`src/rtl/vga_sync_gen.sv`:
```
// vga_sync_gen: pixel-rate divider, scan counters and VGA sync generation.
// Define VGA_SYNC_PIPE_EN to delay hsync/vsync/video_on by PIPE_DEPTH clk.
module vga_sync_gen #(
  parameter int H_DISPLAY  = 640,
  parameter int H_FRONT    = 16,
  parameter int H_SYNC     = 96,
  parameter int H_BACK     = 48,
  parameter int V_DISPLAY  = 480,
  parameter int V_FRONT    = 10,
  parameter int V_SYNC     = 2,
  parameter int V_BACK     = 33,
  parameter int CLK_DIV    = 4,
  parameter int PIPE_DEPTH = 2
) (
  input  logic       clk,
  input  logic       reset_n,
  output logic       p_tick,
  output logic [9:0] pix_x,
  output logic [9:0] pix_y,
  output logic       video_on,
  output logic       hsync,
  output logic       vsync,
  output logic       frame_tick
);

  localparam int H_TOTAL = H_DISPLAY + H_FRONT + H_SYNC + H_BACK;
  localparam int V_TOTAL = V_DISPLAY + V_FRONT + V_SYNC + V_BACK;
  localparam int DIV_W   = (CLK_DIV > 2) ? $clog2(CLK_DIV) : 1;

  localparam logic [DIV_W-1:0] DIV_LAST = DIV_W'(CLK_DIV - 1);

  localparam logic [9:0] H_LAST   = 10'(H_TOTAL - 1);
  localparam logic [9:0] V_LAST   = 10'(V_TOTAL - 1);
  localparam logic [9:0] H_VIS    = 10'(H_DISPLAY);
  localparam logic [9:0] V_VIS    = 10'(V_DISPLAY);
  localparam logic [9:0] HS_FIRST = 10'(H_DISPLAY + H_FRONT);
  localparam logic [9:0] HS_LAST  = 10'(H_DISPLAY + H_FRONT + H_SYNC - 1);
  localparam logic [9:0] VS_FIRST = 10'(V_DISPLAY + V_FRONT);
  localparam logic [9:0] VS_LAST  = 10'(V_DISPLAY + V_FRONT + V_SYNC - 1);

`ifdef VGA_SYNC_PIPE_EN
  localparam bit PIPE_EN = 1'b1;
`else
  localparam bit PIPE_EN = 1'b0;
`endif
  localparam int PIPE_N = PIPE_EN ? PIPE_DEPTH : 0;

  typedef struct packed {
    logic hsync;
    logic vsync;
    logic video_on;
  } sync_t;

  localparam sync_t SYNC_RST = sync_t'(3'b110);

  logic [DIV_W-1:0] div_cnt;
  logic [9:0]       x_nxt;
  logic [9:0]       y_nxt;
  logic             x_last;
  logic             y_last;
  sync_t            sync_nxt;
  sync_t            sync_r;
  sync_t            sync_o;

  assign p_tick = (div_cnt == DIV_LAST);
  assign x_last = (pix_x == H_LAST);
  assign y_last = (pix_y == V_LAST);

  assign frame_tick = p_tick && x_last && y_last;

  always_comb begin
    x_nxt = pix_x;
    y_nxt = pix_y;
    if (p_tick) begin
      if (x_last) begin
        x_nxt = '0;
        y_nxt = y_last ? '0 : pix_y + 10'd1;
      end else begin
        x_nxt = pix_x + 10'd1;
      end
    end
  end

  // Sync levels follow the next-state counters so they land with pix_x/pix_y.
  always_comb begin
    sync_nxt          = SYNC_RST;
    sync_nxt.hsync    = !((x_nxt >= HS_FIRST) && (x_nxt <= HS_LAST));
    sync_nxt.vsync    = !((y_nxt >= VS_FIRST) && (y_nxt <= VS_LAST));
    sync_nxt.video_on = (x_nxt < H_VIS) && (y_nxt < V_VIS);
  end

  always_ff @(posedge clk or negedge reset_n) begin
    if (!reset_n) begin
      div_cnt <= '0;
      pix_x   <= '0;
      pix_y   <= '0;
      sync_r  <= SYNC_RST;
    end else begin
      div_cnt <= p_tick ? '0 : div_cnt + DIV_W'(1);
      pix_x   <= x_nxt;
      pix_y   <= y_nxt;
      sync_r  <= sync_nxt;
    end
  end

  // Optional delay matching the overlay's font-ROM read latency.
  if (PIPE_N > 0) begin : g_pipe
    sync_t stage [PIPE_N];

    always_ff @(posedge clk or negedge reset_n) begin
      if (!reset_n) begin
        for (int i = 0; i < PIPE_N; i++) begin
          stage[i] <= SYNC_RST;
        end
      end else begin
        stage[0] <= sync_r;
        for (int i = 1; i < PIPE_N; i++) begin
          stage[i] <= stage[i-1];
        end
      end
    end

    assign sync_o = stage[PIPE_N-1];
  end else begin : g_direct
    assign sync_o = sync_r;
  end

  assign hsync    = sync_o.hsync;
  assign vsync    = sync_o.vsync;
  assign video_on = sync_o.video_on;

endmodule
```
`config.mk`:
```
export PLATFORM = sky130hd
export DESIGN_NAME = vga_sync_gen
export DESIGN_NICKNAME = d
export VERILOG_FILES = /design/src/rtl/vga_sync_gen.sv
export SDC_FILE = /design/constraint.sdc
export NUM_CORES = 1
export LEC_CHECK = 0
export CORE_MARGIN = 1.5
export CORE_UTILIZATION = 40
export CTS_CLUSTER_DIAMETER = 200
export DETAILED_ROUTE_END_ITERATION = 8
export PLACE_DENSITY = 0.76
export SLEW_MARGIN = 20
export SYNTH_ARGS = -nofsm -noshare
export SYNTH_HDL_FRONTEND = slang
export SYNTH_SLANG_ARGS = --single-unit
```
`constraint.sdc`:
```
create_clock -name clk -period 2 [get_ports clk]
set_input_delay 0.4 -clock clk [delete_from_list [all_inputs] [get_ports clk]]
set_output_delay 0.4 -clock clk [all_outputs]
set_load 0.005 [all_outputs]
```
* After elaboration in Yosys (flattened, before gate mapping) *
Cells that the tools add are included.
W data, S select, Z words.

storage, ports and cells
  register bits after elaboration = 25
  input bits = 2
  output and inout bits = 25
  word-level logic and storage cells = 31

cells by class
  $add $sub $neg = 3
  $lt $le $gt $ge = 6
  equal/unequal tests = 3
  muxes and demuxes = 6
  reductions and logical operators = 7

operator list
  operator                 count
  $mux W10                 5
  $add A10 B1 Y10 const B  2
  $eq A10 B10 Y1 const B   2
  $ge A10 B10 Y1 const B   1
  $ge A10 B9 Y1 const B    1
  $le A10 B10 Y1 const B   1
  $le A10 B9 Y1 const B    1
  $lt A10 B10 Y1 const B   1
  $lt A10 B9 Y1 const B    1
  $logic_and A1 B1 Y1      5
  $add A2 B1 Y2 const B    1
  $eq A2 B2 Y1 const B     1
  $logic_not A1 Y1         2
  $mux W2                  1

* Logic depth before layout (Yosys ltp) *
Gate-level depths: netlist of the first run.

  depth in word-level cells = 7
  depth in mapped cells = 7
  gate-level depth less buffers = 7

* Least setup slack after synthesis of the first run *
Ideal clock, no wire load.

  kind = reg2out
  from = register pix_x[5]
  to = output port frame_tick
  arrival = 1.703 ns
  required time = 1.600 ns
  path slack = -0.103 ns
  cell stages (with the launch flop) = 6
  buffers on the path = 2
  path through = dfrtp_1 -> or3_1 -> buf_6 -> or4_4 -> buf_6 -> nor2_1

between the ends
  longest elaborated chain between the ends = 3

RTL lines
  what                               RTL line  text
  start, declared                    18        output logic [9:0] pix_x,
  start signal, assigned             100       pix_x <= x_nxt;
  $eq A10 B10 Y1                     66        assign x_last = (pix_x == H_LAST);
  $logic_and A1 B1 Y1 (2 in series)  69        assign frame_tick = p_tick && x_last && y_last;
  end, declared                      23        output logic frame_tick

No other way between the ends.

* Worst setup path in the final report of the first run *
  from = register pix_x[7]
  to = output port frame_tick

Same word-level chain as after synthesis.

==> qor.txt, run 1 <==
status = finished, violations left
failing checks = setup timing
Lkg Pwr = 1.00 nW
Ports = 27
total track usage = 20.3%
Avg Cell Area, Syn = 9.58 um2
cell-internal power = 0.586 mW
Initial DRT Pass Iterations = 4
net count after synthesis = 157
Net Sw Power = 0.175 mW
clk root buf = clkbuf_4
Worst Tran Pin Value = 0.373 ns
Slew headroom = 74.9%
Post-synth ARST share = 100%
Hold Slack = 0.406 ns
Worst Path Max Fanout = 2
layout cells sized above 1 = 32.1%
VDD IR max = 0.409 mV
synth unique cells = 42
Synth top area share = 39.8%
max-slew violations = 0
Worst Path Required = 1.60 ns
Bufs on Longest Clock Path = 2
MaxCap Viol Count = 0
Die Span X = 63.1 um
CP arrival = 1.85 ns
Vias/cell = 5.52
Seq cells post-synth = 25
largest net degree at the start of global routing = 26
antenna violations before repair = 0
setup ws final = -0.249 ns
core area = 3390 um2
Cells after Synth = 151
routed len/inst = 15.3 um
commonest non-fill, non-tap cell in the layout = buf_4
first-pass GRT wire length = 6510 um
top post-synthesis cells by area = dfrtp_1, nand3_1, dfstp_2
Inserted Clock Buffers = 3
I/O Buffers = 26
DR DRC count = 0
most frequent cells in the layout = buf_4, dfrtp_1, clkdlybuf4s50_1
final setup fails = 3
Synth Flop Type = dfrtp_1
die area = 3990 um2
Net Sw Frac = 23.0%
Worst setup SP type = flop
sequential power share = 66.5%
final period utilization = 112%
Power Density = 352 nW/um2
Synth area leader = dfrtp_1
Final Hold Fails = 0
class of the most critical setup path = flop to primary output
vias in the first global route = 1372
Layout area overhead = 49.2%
reg2reg setup slack = -0.05 ns
clock share of power = 31.8%
CP Capture Type = primary output
Post-Syn Area = 1450 um2
detailed placement HPWL = 2810 um
Via Count = 1458
Period minus WS final = 2.25 ns
worst hold path class = input pin to asynchronous set/reset pin
Die Y = 63.1 um
CTS tree = built
Clock Skew = 0.0159 ns
First DRT Iteration DRCs = 85
RSZ-0062 raised after global routing = yes
Max Freq = 445 MHz
number of flops mapped to enable cells by yosys = 0
combinational power share = 1.7%
Routed Antenna Nets = 0
CTS clk-pin slew, worst paths = 0.15 ns
Routed WL = 4040 um
H-Tree Depth = 1
Nets = 225
GP Congestion = 0.933
CTS sink cnt = 25
fin util = 63.7%
latest clock arrival within the worst-skew pair = 0.34 ns
num rows = 21
total congestion overflow = 0
register area share after synthesis = 43.4%
fill count = 275
hold_buf cts = 0
yosys warns = 0
Ant. Diodes = 0
Starting Density = 42.7%
## flip-flops by register name, summed over array words and instances, names as in the netlist
name	cells
pix_x	10
hsync	1
pix_y	10
video_on	1
div_cnt	2
vsync	1
## synthesized netlist by cell type, types with 3 or more instances
cell type,count
clkbuf_1,3
a21oi_1,5
o21ai_0,8
nand2_1,14
ha_1,4
nand4_1,7
xnor2_1,6
nand3_1,12
inv_1,11
nor2_1,8
and3_1,3
or3_1,4
dfrtp_1,23
nor3_1,3
## final timing paths
| kind | from | depth (start not counted) | endpoint |
|---|---|---|---|
| worst min-delay path | reset_n | 2 | pix_y[0] |
| max in group asynchronous | reset_n | 2 | vsync |
| min in group clk | div_cnt[1] | 1 | div_cnt[1] |
| worst max register to register | pix_x[7] | 6 | vsync |
| worst min register to register | div_cnt[1] | 1 | div_cnt[1] |
| worst max-delay path | pix_x[7] | 4 | frame_tick |
## kinds of logic after synthesis
group | count (synthesis) | share of synthesized area (%)
xor gates and xnor gates | 7 | 4.76
DFF | 25 | 43.4
AOI/OAI and AO/OA | 31 | 15.1
muxes | 2 | 1.38
buffers and inverters | 17 | 5.54
and+or+nand+nor | 65 | 26.4
adders and majority gates | 4 | 3.46
## cell type report
cell class              count  area (um2)  share of cell area (%)
clock buffers               3        22.5                    1.04
inverters                  11        41.3                    1.91
clock inverters             1        7.51                   0.348
repair buffers             69         591                    27.4
multi-input cells         109         811                    37.6
flip-flops and latches     25         628                    29.1
well taps                  46        57.6                    2.67
## routing by layer
layer	track usage, %	up-vias	part of all wire, %
li1	-	686	-
met1	23.7	714	41
met2	37.2	54	53
met3	5.18	4	5.0
met4	4.17	0	0.84
met5	0	-	0
## power by group through the flow
stage	clock, mW	sequential (mW)	combinational, mW
final	0.242	0.506	0.0127
after CTS	0.246	0.506	0.0138
after floorplan	0	0.515	0.000000288
after global placement	0	0.515	0.0132
after global routing	0.266	0.506	0.0152
after detailed placement	0	0.515	0.0138
## worst max-delay path, cell delays in order, from the launching register on
cell     delay [ns]
dfrtp_1        0.42
or3_4          0.39
or4_4          0.51
nor2_4         0.09
buf_2          0.11
## through the flow
stage	total power, mW	setup WS, ns	cells	setup TNS, ns	area [um2]
floorplan	0.515	-0.0461	151	-0.0623	1450
CTS	0.766	-0.269	258	-0.269	2050
detailed placement	0.529	-0.274	253	-0.343	2000
finish	0.760	-0.249	264	-0.349	2160
global route	0.787	-0.304	264	-0.819	2160
global placement	0.528	-0.251	253	-0.251	2000
## what timing repair did
| action | 4_1_cts | 5_1_grt |
|---|---|---|
| endpoints found under the hold margin | 0 | 0 |
| pin swaps | 2 | 9 |
| setup buffers | 1 | 6 |
| resized for setup | 6 | 15 |
| setup endpoints to repair | 3 | 6 |
(Power assumes the default switching activity.)
==> run 2: changes to the inputs <==
--- a/config.mk
+++ b/config.mk
@@ -5,6 +5,7 @@
 export SDC_FILE = /design/constraint.sdc
 export NUM_CORES = 1
 export LEC_CHECK = 0
+export ABC_CLOCK_PERIOD_IN_PS = 2000
 export CORE_MARGIN = 1.5
 export CORE_UTILIZATION = 40
 export CTS_CLUSTER_DIAMETER = 200
==> results of run 2 <==
Final layout, timing and power as in run 1 (identical DEF).
==> run 3: changes to the inputs <==
--- a/config.mk
+++ b/config.mk
@@ -11,6 +11,7 @@
 export CTS_CLUSTER_DIAMETER = 200
 export DETAILED_ROUTE_END_ITERATION = 8
 export PLACE_DENSITY = 0.76
+export RECOVER_POWER = 50
 export SLEW_MARGIN = 20
 export SYNTH_ARGS = -nofsm -noshare
 export SYNTH_HDL_FRONTEND = slang
==> run 3 against run 2 <==
Compared with the run above:
- the run still ends with setup timing left
- global-route usage is the same
- clock skew shrank 0.0017 ns
- cell area fell by 0.81%
- highest routed layer unchanged
- clock power hardly changed
- critical path depth stayed put
- hold slack better by 0.095 ns
- sequential cell count unchanged
==> qor.txt, run 3 (same netlist as run 1, synthesis figures left out) <==
Inserted Clock Buffers = 3 (unchanged)
routed len/inst = 15.4 um (+0.99%)
Bufs on Longest Clock Path = 2 (unchanged)
detailed placement HPWL = 2810 um (unchanged)
MaxCap Viol Count = 0 (unchanged)
Worst path slowest cell = or4_4
worst path bufs/invs = 1 (unchanged)
Lkg Pwr = 0.972 nW (-2.9%)
I/O Buffers = 26 (unchanged)
Starting Density = 42.7% (unchanged)
Routed WL = 4080 um (+0.99%)
fin util = 63.2% (-0.52 points)
max-slew violations = 0 (unchanged)
instance count on the critical path = 4 (unchanged)
Vias/cell = 5.50 (-0.41%)
Die Y = 63.1 um (unchanged)
core area = 3390 um2 (unchanged)
most frequent cells in the layout = buf_4, dfrtp_1, clkdlybuf4s50_1
CTS tree = built
R2R cell count = 6 (unchanged)
antenna violations before repair = 0 (unchanged)
class of the most critical setup path = flop to primary output
Worst setup SP type = flop
Final Power = 0.761 mW (about the same)
First DRT Iteration DRCs = 106 (+25%)
Worst Path Max Fanout = 2 (unchanged)
Final Instance Area = 2140 um2 (-0.81%)
Power Density = 355 nW/um2 (+0.86%)
DR DRC count = 0 (unchanged)
Max Freq = 445 MHz (about the same)
GP Congestion = 0.933 (unchanged)
VDD IR max = 0.409 mV (about the same)
final period utilization = 112% (about the same)
Worst Path Required = 1.60 ns (about the same)
Largest regs = pix_x x10, pix_y x10, div_cnt x2
final setup fails = 3 (unchanged)
total congestion overflow = 0 (unchanged)
CTS sink cnt = 25 (unchanged)
cell family with most CP delay = simple AND/OR/NAND/NOR gates
setup TNS = -0.341 ns (+0.00773 ns)
Via Count = 1452 (-0.41%)
crit-path cells = or3_4 -> or4_4 -> nor2_4 -> buf_2
first-pass GRT wire length = 6510 um (unchanged)
Ports = 27 (unchanged)
status = finished, violations left
commonest non-fill, non-tap cell in the layout = buf_4
clk root buf = clkbuf_4
failing checks = setup timing
Nets = 225 (unchanged)
CP arrival = 1.85 ns (about the same)
hold_buf cts = 0 (unchanged)
num rows = 21 (unchanged)
Clock Skew = 0.0142 ns (-0.00172 ns)
Ant. Diodes = 0 (unchanged)
CP Capture Type = primary output
latest clock arrival within the worst-skew pair = 0.34 ns (about the same)
Layout area overhead = 48.0%
hold path cells = 1
Routed Antenna Nets = 0 (unchanged)
worst stage delay on the critical path = 0.51 ns (about the same)
Die Span X = 63.1 um (unchanged)
largest net degree at the start of global routing = 26 (unchanged)
Period minus WS final = 2.25 ns (+0.000561 ns)
RSZ-0062 raised after global routing = yes
die area = 3990 um2 (unchanged)
H-Tree Depth = 1 (unchanged)
CTS clk-pin slew, worst paths = 0.15 ns (about the same)
worst hold path class = flop to flop
Initial DRT Pass Iterations = 5 (+1)
dpl cell area = 2000 um2 (unchanged)
setup ws final = -0.250 ns (-0.000561 ns)
layout cells sized above 1 = 30.3% (-1.8 points)
Slew headroom = 8.00% (-67 points)
vias in the first global route = 1372 (unchanged)
Worst Tran Pin Value = 1.38 ns (+1.01 ns)
Final Hold Fails = 0 (unchanged)
total track usage = 20.3% (unchanged)
-- run 3: repair_timing --
action / 4_1_cts / 5_1_grt
setup endpoints to repair: 3 / 6
gates cloned: 0 / 0
pin swaps: 2 / 9
resized for setup: 6 / 15
setup buffers: 1 / 6
-- run 3: power breakdown --
part | switching, mW | leakage (nW) | internal (mW)
clock network | 0.167 | 0.0139 | 0.0767
registers | 0 | 0.323 | 0.506
logic | 0.00993 | 0.636 | 0.00167
-- run 3: metal layers --
metal  up-vias  part of all wire [%]  track usage, %
met5         -                     0               0
met4         0                   2.0            4.17
met3        13                   5.4            5.18
met2        62                    52            37.2
met1       688                    41            23.7
li1        689                     -               -
-- run 3: worst register-to-register path: stages, from the launching register on --
cell and delay [ns]:
dfrtp_1 0.42, or3_4 0.39, buf_4 0.18, nor4_4 0.28, nand4_2 0.19, a221oi_4 0.37, nand4_1 0.14
-- run 3: per-stage QoR --
| stage | hold WS [ns] | setup slack [ns] | instances |
|---|---|---|---|
| 6_report | 0.501 | -0.250 | 264 |
| 5_1_grt | 0.517 | -0.304 | 264 |
| 4_1_cts | 0.425 | -0.269 | 258 |
| 3_5_place_dp | 0.428 | -0.274 | 253 |
| 3_3_place_gp | 0.415 | -0.251 | 253 |
| 2_1_floorplan | 0.104 | -0.0461 | 151 |
-- run 3: final cells by class --
type	instances	area, um2
fillers	281	1250
multi-input cells	109	803
flip-flops and latches	25	628
repair buffers	69	581
well taps	46	57.6
inverters	11	41.3
clock buffers	3	22.5
clock inverters	1	7.51
-- run 3: path summary, 6_finish.rpt --
kind	start	end	slack, ns
worst max-delay path	pix_x[7]	frame_tick	-0.25
worst min-delay path	div_cnt[1]	div_cnt[1]	0.50
worst max register to register	pix_x[7]	vsync	-0.05
worst min register to register	div_cnt[1]	div_cnt[1]	0.50
max in group asynchronous	reset_n	video_on	0.30
min in group asynchronous	reset_n	pix_y[0]	0.88
